[src/rtl/pixel_coord_tracker.sv]
// pixel_coord_tracker
//   Converts a row-major pixel_index stream into raster x/y, grid cell
//   column/row and the pixel's offset inside its cell, without dividers.
//   A raster-order index (prev+1, or the wrap from the last pixel to 0)
//   is resolved in one cycle by stepping counters. Any other index is
//   resolved by a repeated-subtraction resync: rows first, then cells.
//
// Handshake: a request is accepted on a rising clk edge when pix_valid=1
//   and busy=0. Each accepted request produces exactly one out_valid pulse.
//   Requests presented while busy=1 are dropped with no response.
//
// Ports:
//   clk, reset     clock and synchronous active-high reset
//   pix_valid      request strobe
//   pixel_index    linear row-major index
//   flip_x/flip_y  mirror x/y on the output; sampled at accept
//   busy           resync in progress
//   out_valid      one-cycle result pulse
//   x, y           mirrored raster coordinates
//   cell_col/row   unmirrored grid cell coordinates
//   cell_x/cell_y  unmirrored offset inside the cell
//   out_of_range   last accepted index was >= WIDTH*HEIGHT
//   fsm_state      debug view of the control FSM (0 TRACK, 1 RS_ROW, 2 RS_COL)
module pixel_coord_tracker #(
  parameter int WIDTH  = 96,
  parameter int HEIGHT = 64,
  parameter int IDX_W  = 13,
  parameter int X_W    = 7,
  parameter int Y_W    = 6,
  parameter int CELL_W = 8,
  parameter int CELL_H = 8,
  parameter int CX_W   = 4,
  parameter int CY_W   = 3
) (
  input  logic             clk,
  input  logic             reset,
  input  logic             pix_valid,
  input  logic [IDX_W-1:0] pixel_index,
  input  logic             flip_x,
  input  logic             flip_y,
  output logic             busy,
  output logic             out_valid,
  output logic [X_W-1:0]   x,
  output logic [Y_W-1:0]   y,
  output logic [CX_W-1:0]  cell_col,
  output logic [CY_W-1:0]  cell_row,
  output logic [CX_W-1:0]  cell_x,
  output logic [CY_W-1:0]  cell_y,
  output logic             out_of_range,
  output logic [1:0]       fsm_state
);

  localparam logic [X_W-1:0]   X_MAX   = X_W'(WIDTH - 1);
  localparam logic [Y_W-1:0]   Y_MAX   = Y_W'(HEIGHT - 1);
  localparam logic [CX_W-1:0]  CX_LAST = CX_W'(CELL_W - 1);
  localparam logic [CY_W-1:0]  CY_LAST = CY_W'(CELL_H - 1);
  localparam logic [IDX_W:0]   TOTAL   = (IDX_W+1)'(WIDTH * HEIGHT);
  localparam logic [IDX_W-1:0] LAST    = IDX_W'(WIDTH * HEIGHT - 1);
  localparam logic [IDX_W-1:0] W_IDX   = IDX_W'(WIDTH);
  localparam logic [IDX_W-1:0] CW_IDX  = IDX_W'(CELL_W);

  typedef enum logic [1:0] {
    TRACK  = 2'd0,
    RS_ROW = 2'd1,
    RS_COL = 2'd2
  } state_t;

  state_t state, state_n;

  // Working registers (raw, unmirrored position of the last in-range index)
  logic [IDX_W-1:0] rem, rem_n;
  logic [X_W-1:0]   raw_x, raw_x_n;
  logic [Y_W-1:0]   raw_y, raw_y_n;
  logic [CX_W-1:0]  cnt_col, cnt_col_n, cnt_x, cnt_x_n;
  logic [CY_W-1:0]  cnt_row, cnt_row_n, cnt_y, cnt_y_n;
  logic [IDX_W-1:0] prev_idx, prev_idx_n;
  logic             have_prev, have_prev_n;
  logic             fx, fx_n, fy, fy_n;

  // Next values of the registered outputs
  logic             out_valid_n, oor_n, load_out;
  logic [X_W-1:0]   x_n;
  logic [Y_W-1:0]   y_n;
  logic [CX_W-1:0]  cell_col_n, cell_x_n;
  logic [CY_W-1:0]  cell_row_n, cell_y_n;

  // Request classification
  logic             accept, idx_oor, idx_same, idx_next;
  logic [IDX_W:0]   prev_inc;

  assign accept   = pix_valid && (state == TRACK);
  assign idx_oor  = ({1'b0, pixel_index} >= TOTAL);
  assign prev_inc = {1'b0, prev_idx} + (IDX_W+1)'(1);
  assign idx_same = have_prev && (pixel_index == prev_idx);
  assign idx_next = have_prev &&
                    (({1'b0, pixel_index} == prev_inc) ||
                     ((prev_idx == LAST) && (pixel_index == '0)));

  // One raster step in x: the cell offset carries into the cell column,
  // and an x wrap clears the whole x side and requests a y step.
  logic             x_wrap;
  logic [X_W-1:0]   rx_s;
  logic [CX_W-1:0]  ccol_s, cx_s;
  always_comb begin
    x_wrap = (raw_x == X_MAX);
    rx_s   = raw_x + X_W'(1);
    ccol_s = cnt_col;
    cx_s   = cnt_x + CX_W'(1);
    if (x_wrap) begin
      rx_s   = '0;
      ccol_s = '0;
      cx_s   = '0;
    end else if (cnt_x == CX_LAST) begin
      cx_s   = '0;
      ccol_s = cnt_col + CX_W'(1);
    end
  end

  // One raster step in y, same carry rule; a y wrap clears the y side.
  logic [Y_W-1:0]   ry_s;
  logic [CY_W-1:0]  crow_s, cy_s;
  always_comb begin
    ry_s   = raw_y + Y_W'(1);
    crow_s = cnt_row;
    cy_s   = cnt_y + CY_W'(1);
    if (raw_y == Y_MAX) begin
      ry_s   = '0;
      crow_s = '0;
      cy_s   = '0;
    end else if (cnt_y == CY_LAST) begin
      cy_s   = '0;
      crow_s = cnt_row + CY_W'(1);
    end
  end

  // FSM: state register
  always_ff @(posedge clk) begin
    if (reset) state <= TRACK;
    else       state <= state_n;
  end

  // FSM: next-state logic
  always_comb begin
    state_n = state;
    case (state)
      TRACK:   if (accept && !idx_oor && !idx_same && !idx_next) state_n = RS_ROW;
      RS_ROW:  if (rem < W_IDX)  state_n = RS_COL;
      RS_COL:  if (rem < CW_IDX) state_n = TRACK;
      default: state_n = TRACK;
    endcase
  end

  // FSM: datapath / output next values
  always_comb begin
    rem_n       = rem;
    raw_x_n     = raw_x;
    raw_y_n     = raw_y;
    cnt_col_n   = cnt_col;
    cnt_x_n     = cnt_x;
    cnt_row_n   = cnt_row;
    cnt_y_n     = cnt_y;
    prev_idx_n  = prev_idx;
    have_prev_n = have_prev;
    fx_n        = fx;
    fy_n        = fy;
    out_valid_n = 1'b0;
    oor_n       = out_of_range;
    load_out    = 1'b0;

    case (state)
      TRACK: begin
        if (accept) begin
          fx_n = flip_x;
          fy_n = flip_y;
          if (idx_oor) begin
            // Coordinates hold; the raster position is no longer trusted.
            out_valid_n = 1'b1;
            oor_n       = 1'b1;
            have_prev_n = 1'b0;
          end else begin
            prev_idx_n = pixel_index;
            if (idx_same) begin
              out_valid_n = 1'b1;
              oor_n       = 1'b0;
              load_out    = 1'b1;
            end else if (idx_next) begin
              raw_x_n   = rx_s;
              cnt_col_n = ccol_s;
              cnt_x_n   = cx_s;
              if (x_wrap) begin
                raw_y_n   = ry_s;
                cnt_row_n = crow_s;
                cnt_y_n   = cy_s;
              end
              out_valid_n = 1'b1;
              oor_n       = 1'b0;
              load_out    = 1'b1;
            end else begin
              rem_n     = pixel_index;
              raw_x_n   = '0;
              raw_y_n   = '0;
              cnt_col_n = '0;
              cnt_x_n   = '0;
              cnt_row_n = '0;
              cnt_y_n   = '0;
            end
          end
        end
      end
      RS_ROW: begin
        if (rem >= W_IDX) begin
          rem_n     = rem - W_IDX;
          raw_y_n   = ry_s;
          cnt_row_n = crow_s;
          cnt_y_n   = cy_s;
        end else begin
          raw_x_n = rem[X_W-1:0];
        end
      end
      RS_COL: begin
        if (rem >= CW_IDX) begin
          rem_n     = rem - CW_IDX;
          cnt_col_n = cnt_col + CX_W'(1);
        end else begin
          // Resync completes here: cell offset lands together with the result.
          cnt_x_n     = rem[CX_W-1:0];
          out_valid_n = 1'b1;
          oor_n       = 1'b0;
          have_prev_n = 1'b1;
          load_out    = 1'b1;
        end
      end
      default: ;
    endcase

    x_n        = x;
    y_n        = y;
    cell_col_n = cell_col;
    cell_row_n = cell_row;
    cell_x_n   = cell_x;
    cell_y_n   = cell_y;
    if (load_out) begin
      x_n        = fx_n ? (X_MAX - raw_x_n) : raw_x_n;
      y_n        = fy_n ? (Y_MAX - raw_y_n) : raw_y_n;
      cell_col_n = cnt_col_n;
      cell_row_n = cnt_row_n;
      cell_x_n   = cnt_x_n;
      cell_y_n   = cnt_y_n;
    end
  end

  // Datapath and output registers
  always_ff @(posedge clk) begin
    if (reset) begin
      rem          <= '0;
      raw_x        <= '0;
      raw_y        <= '0;
      cnt_col      <= '0;
      cnt_x        <= '0;
      cnt_row      <= '0;
      cnt_y        <= '0;
      prev_idx     <= '0;
      have_prev    <= 1'b0;
      fx           <= 1'b0;
      fy           <= 1'b0;
      busy         <= 1'b0;
      out_valid    <= 1'b0;
      out_of_range <= 1'b0;
      x            <= '0;
      y            <= '0;
      cell_col     <= '0;
      cell_row     <= '0;
      cell_x       <= '0;
      cell_y       <= '0;
    end else begin
      rem          <= rem_n;
      raw_x        <= raw_x_n;
      raw_y        <= raw_y_n;
      cnt_col      <= cnt_col_n;
      cnt_x        <= cnt_x_n;
      cnt_row      <= cnt_row_n;
      cnt_y        <= cnt_y_n;
      prev_idx     <= prev_idx_n;
      have_prev    <= have_prev_n;
      fx           <= fx_n;
      fy           <= fy_n;
      busy         <= (state_n != TRACK);
      out_valid    <= out_valid_n;
      out_of_range <= oor_n;
      x            <= x_n;
      y            <= y_n;
      cell_col     <= cell_col_n;
      cell_row     <= cell_row_n;
      cell_x       <= cell_x_n;
      cell_y       <= cell_y_n;
    end
  end

  assign fsm_state = state;

endmodule
[config.mk]
export PLATFORM = sky130hd
export DESIGN_NAME = pixel_coord_tracker
export DESIGN_NICKNAME = d
export VERILOG_FILES = /design/src/rtl/pixel_coord_tracker.sv
export SDC_FILE = /design/constraint.sdc
export NUM_CORES = 1
export LEC_CHECK = 0
export ABC_AREA = 1
export CORE_MARGIN = 5
export CORE_UTILIZATION = 59
export CTS_CLUSTER_SIZE = 28
export DETAILED_ROUTE_END_ITERATION = 10
export GPL_TIMING_DRIVEN = 0
export HOLD_SLACK_MARGIN = 0.05
export PLACE_DENSITY = 0.81
export SETUP_SLACK_MARGIN = 0.02
export SLEW_MARGIN = 20
export SYNTH_ARGS = -nofsm -noshare
export SYNTH_HDL_FRONTEND = slang
export SYNTH_SLANG_ARGS = --single-unit
[constraint.sdc]
create_clock -name clk -period 2.5 [get_ports clk]
set_input_delay 0.75 -clock clk [delete_from_list [all_inputs] [get_ports clk]]
set_output_delay 0.75 -clock clk [all_outputs]
set_load 0.05 [all_outputs]
==> results.yml <==
timing:
  grt_setup_unrepaired: "yes"
  worst_pin_slew_ps: 923
  fin_skew_ps: 18.6
  fin_crit_ps: 2450
  slew_headroom_pct: 38.5
  finalSetupTns_ps: 0
  hold_viol_final: 0
  fmax_mhz: 408
  setup_violations: 0
  min_period_over_period_pct: 98.0
  drv_slew: 0
setup_path:
  path_max_fanout: 5
  cp-start-kind: "input pin"
  rr_startpoint: "prev_idx[1]"
  cp_slowest_cell: "dlygate4sd2_1"
  worstPathCellList: "dlygate4sd2_1, inv_2, nand2_1, nand2_2, nand4_1, nand3_1, nor2_2, nand3_2, nand2_2, nand2_4, nand2_4, nand2_4, nand2_8, clkinv_8, clkbuf_16, a211oi_2"
  path_class: "in -> reg"
  critPathMaxStageDelay_ps: 330
  end_kind: "flip-flop"
  r2r_cells: 16
  crit_arrival_ps: 2740
  r2r_setup_slack_ps: 60
  crit_path_frequent_cell: "nand2_4"
  r2r-end: "cell_x[1]"
  cp.required_ps: 2790
cells_and_area:
  drive_above_1_share_pct: 19.0
  antenna_cells: 0
  area_delta_synth_final_pct: 24.9
  nNetsFinal: 1058
  final_util_pct: 74.3
  final_cells: 1165
logic_synthesis:
  synth-seq-area-share_pct: 29.1
  ys_ff_latch: 88
  async_flop_share_pct: 0
  synth_edf_count: 0
  synthCells: 940
  synthTopCellsByCount: "195 x nand2_1, 107 x inv_1, 105 x nor2_1, 88 x dfxtp_1, 78 x nand3_1"
  ys_types: 48
  netlist.area_leader.share_pct: 29.1
  avgSynthCellArea_um2: 6.44
  ys.flop_type: "dfxtp_1"
  yosys.cell_count.top_type: "nand2_1"
  yosys.area.top_type: "dfxtp_1"
  syn_area_mm2: 0.00606
  yosys_warnings: 0
  syn-num-nets: 974
  yosys-top-cells-area: "dfxtp_1 29%, nand2_1 12%, inv_1 6.6%, nor2_1 6.5%, nand3_1 6.4%"
route:
  via_per_inst: 5.93
  drt_wl_total_mm: 20.2
  first_iter_violations: 656
  dr.pass1.iters: 6
  drtAntennaViolNets: 0
  vias: 6911
  wl_per_cell_um: 17.4
  drc: 0
cts:
  cts_tree: "yes"
  cts_buffers: 9
  cts.path.max_buffers: 2
  root_buffer: "clkbuf_8"
  htree_levels: 3
  tritoncts_num_sinks: 88
  clkSlewWorstSetupHoldPaths_ps: 90
  clk_latency_ps: 390
global_routing:
  grt_pass1_wl_mm: 30.7
  antenna_found_initial: 0
  grt_remaining_overflow: 0
  grt_usage_pct: 30.6
  grt_pass1_vias: 6176
  grt_max_degree: 15
floorplanning:
  core-area_mm2: 0.0102
  die_w_um: 111
  dieHeight_um: 111
  io_pins: 50
  dieArea_mm2: 0.0124
  start_util_pct: 59.5
  row_count: 37
min_path:
  min_from: "out_of_range"
  hold_end: "out_of_range"
  whs_path_depth: 2
  holdCritPathClass: "reg -> reg"
power:
  pwr-share-comb_pct: 42.5
  p_int_mw: 2.62
  switching_power_mw: 2.04
  p_per_area_mw_per_mm2: 616
  vdd_drop_max_mv: 0.520
  clockPowerShare_pct: 20.1
  power_frac_seq_pct: 37.4
  p_leak_nw: 3.30
  swShare_pct: 43.8
outcome:
  run_status: "complete, no violations"
placed_design:
  dp_hpwl_mm: 14.0
  gp_congestion: 1.00
  numPortBuffers: 49
  placed_cells: 1125
flow_run:
  maxCapViolations: 0
-- cells by family after synthesis --
family | synth area share [%]
buf+inv | 10.3
compound gates | 20.6
simple gates | 34.0
fa+ha+maj | 3.31
xor+xnor | 2.73
flops | 29.1
-- state kept, by name, summed over array words and instances, names as in the netlist, 2 cells and up --
register,cells
prev_idx,13
rem,13
raw_x,7
x,7
raw_y,6
y,6
cell_col,4
cell_x,4
cnt_col,4
cnt_x,4
cell_row,3
cell_y,3
cnt_row,3
cnt_y,3
fsm_state,2
-- how the worst max path moves through the flow --
stage / endpoint / cells after the start / from
after CTS: rem[1] / 17 / pixel_index[12]
after global routing: rem[6] / 18 / prev_idx[1]
after detailed placement: x[2] / 14 / pix_valid
after floorplan: x[3] / 15 / fsm_state[0]
after global placement: x[2] / 14 / pix_valid
final: rem[8] / 16 / pixel_index[11]
-- critical path: cells and delay by family --
family	cells	cell delay [ps]
and+or+nand+nor	11	1150
AOI/OAI and AO/OA	1	170
buffers and inverters	4	650
-- layout by cell type (no fill, tap or decap), types with 8 or more instances in the layout --
cell type | Yosys | final
o21ai_1 | 37 | 33
dfxtp_2 | 0 | 8
nor2_4 | 3 | 11
nand3_1 | 78 | 72
nor2_2 | 7 | 11
nand2_2 | 8 | 13
or2_2 | 10 | 10
xor2_1 | 13 | 10
nor2_1 | 105 | 93
nand2_4 | 6 | 15
clkbuf_8 | 0 | 10
o21ai_0 | 66 | 65
dfxtp_1 | 88 | 78
a22oi_1 | 10 | 10
a21oi_1 | 69 | 65
inv_2 | 9 | 16
ha_1 | 16 | 13
clkdlybuf4s50_1 | 0 | 35
nand3_2 | 4 | 9
nand4_1 | 9 | 9
buf_4 | 0 | 18
nor3_1 | 14 | 14
clkbuf_1 | 14 | 14
inv_1 | 107 | 98
nand2_1 | 195 | 180
-- final cells by class --
cell class	instances	area, µm²
Sequential cell	88	1780
Clock buffer	12	145
Fill cell	849	2620
Timing Repair inverter	1	6.26
Timing Repair Buffer	73	733
Multi-Input combinational cell	705	4040
Clock inverter	4	30.0
Inverter	122	483
Tap cell	136	170
Buffer	24	179
-- layer usage --
layer	GRT usage, %	vias up	part of all wire [%]
met4	12.2	0	5.5
met3	6.55	99	8.1
met2	51.2	353	47
met5	0	-	0
met1	38.5	3165	40
li1	-	3294	-
-- power groups by stage --
stage | registers (mW) | logic, mW | clock network [mW]
floorplan | 1.77 | 1.18 | 0
global placement | 1.75 | 1.65 | 0
detailed placement | 1.75 | 1.67 | 0
CTS | 1.73 | 1.73 | 0.937
global route | 1.76 | 2.17 | 1.01
finish | 1.74 | 1.98 | 0.940
-- metrics by stage --
step	area, µm²	hold WS (ps)	setup slack (ps)	power (mW)
after floorplan	6060	453	161	2.95
after global placement	6720	477	-1070	3.40
after detailed placement	6720	479	-1080	3.43
after CTS	7140	492	0.349	4.39
after global routing	7570	522	-40.0	4.94
final	7570	493	49.0	4.66
-- timing repair --
action	in CTS	in global routing
hold buffers	0	0
endpoints found under the setup margin	74	66
cloned	2	5
buffers inserted	8	11
resized for setup	59	100
pin swaps	5	28
Note: power is estimated with default switching activity, not from simulation.
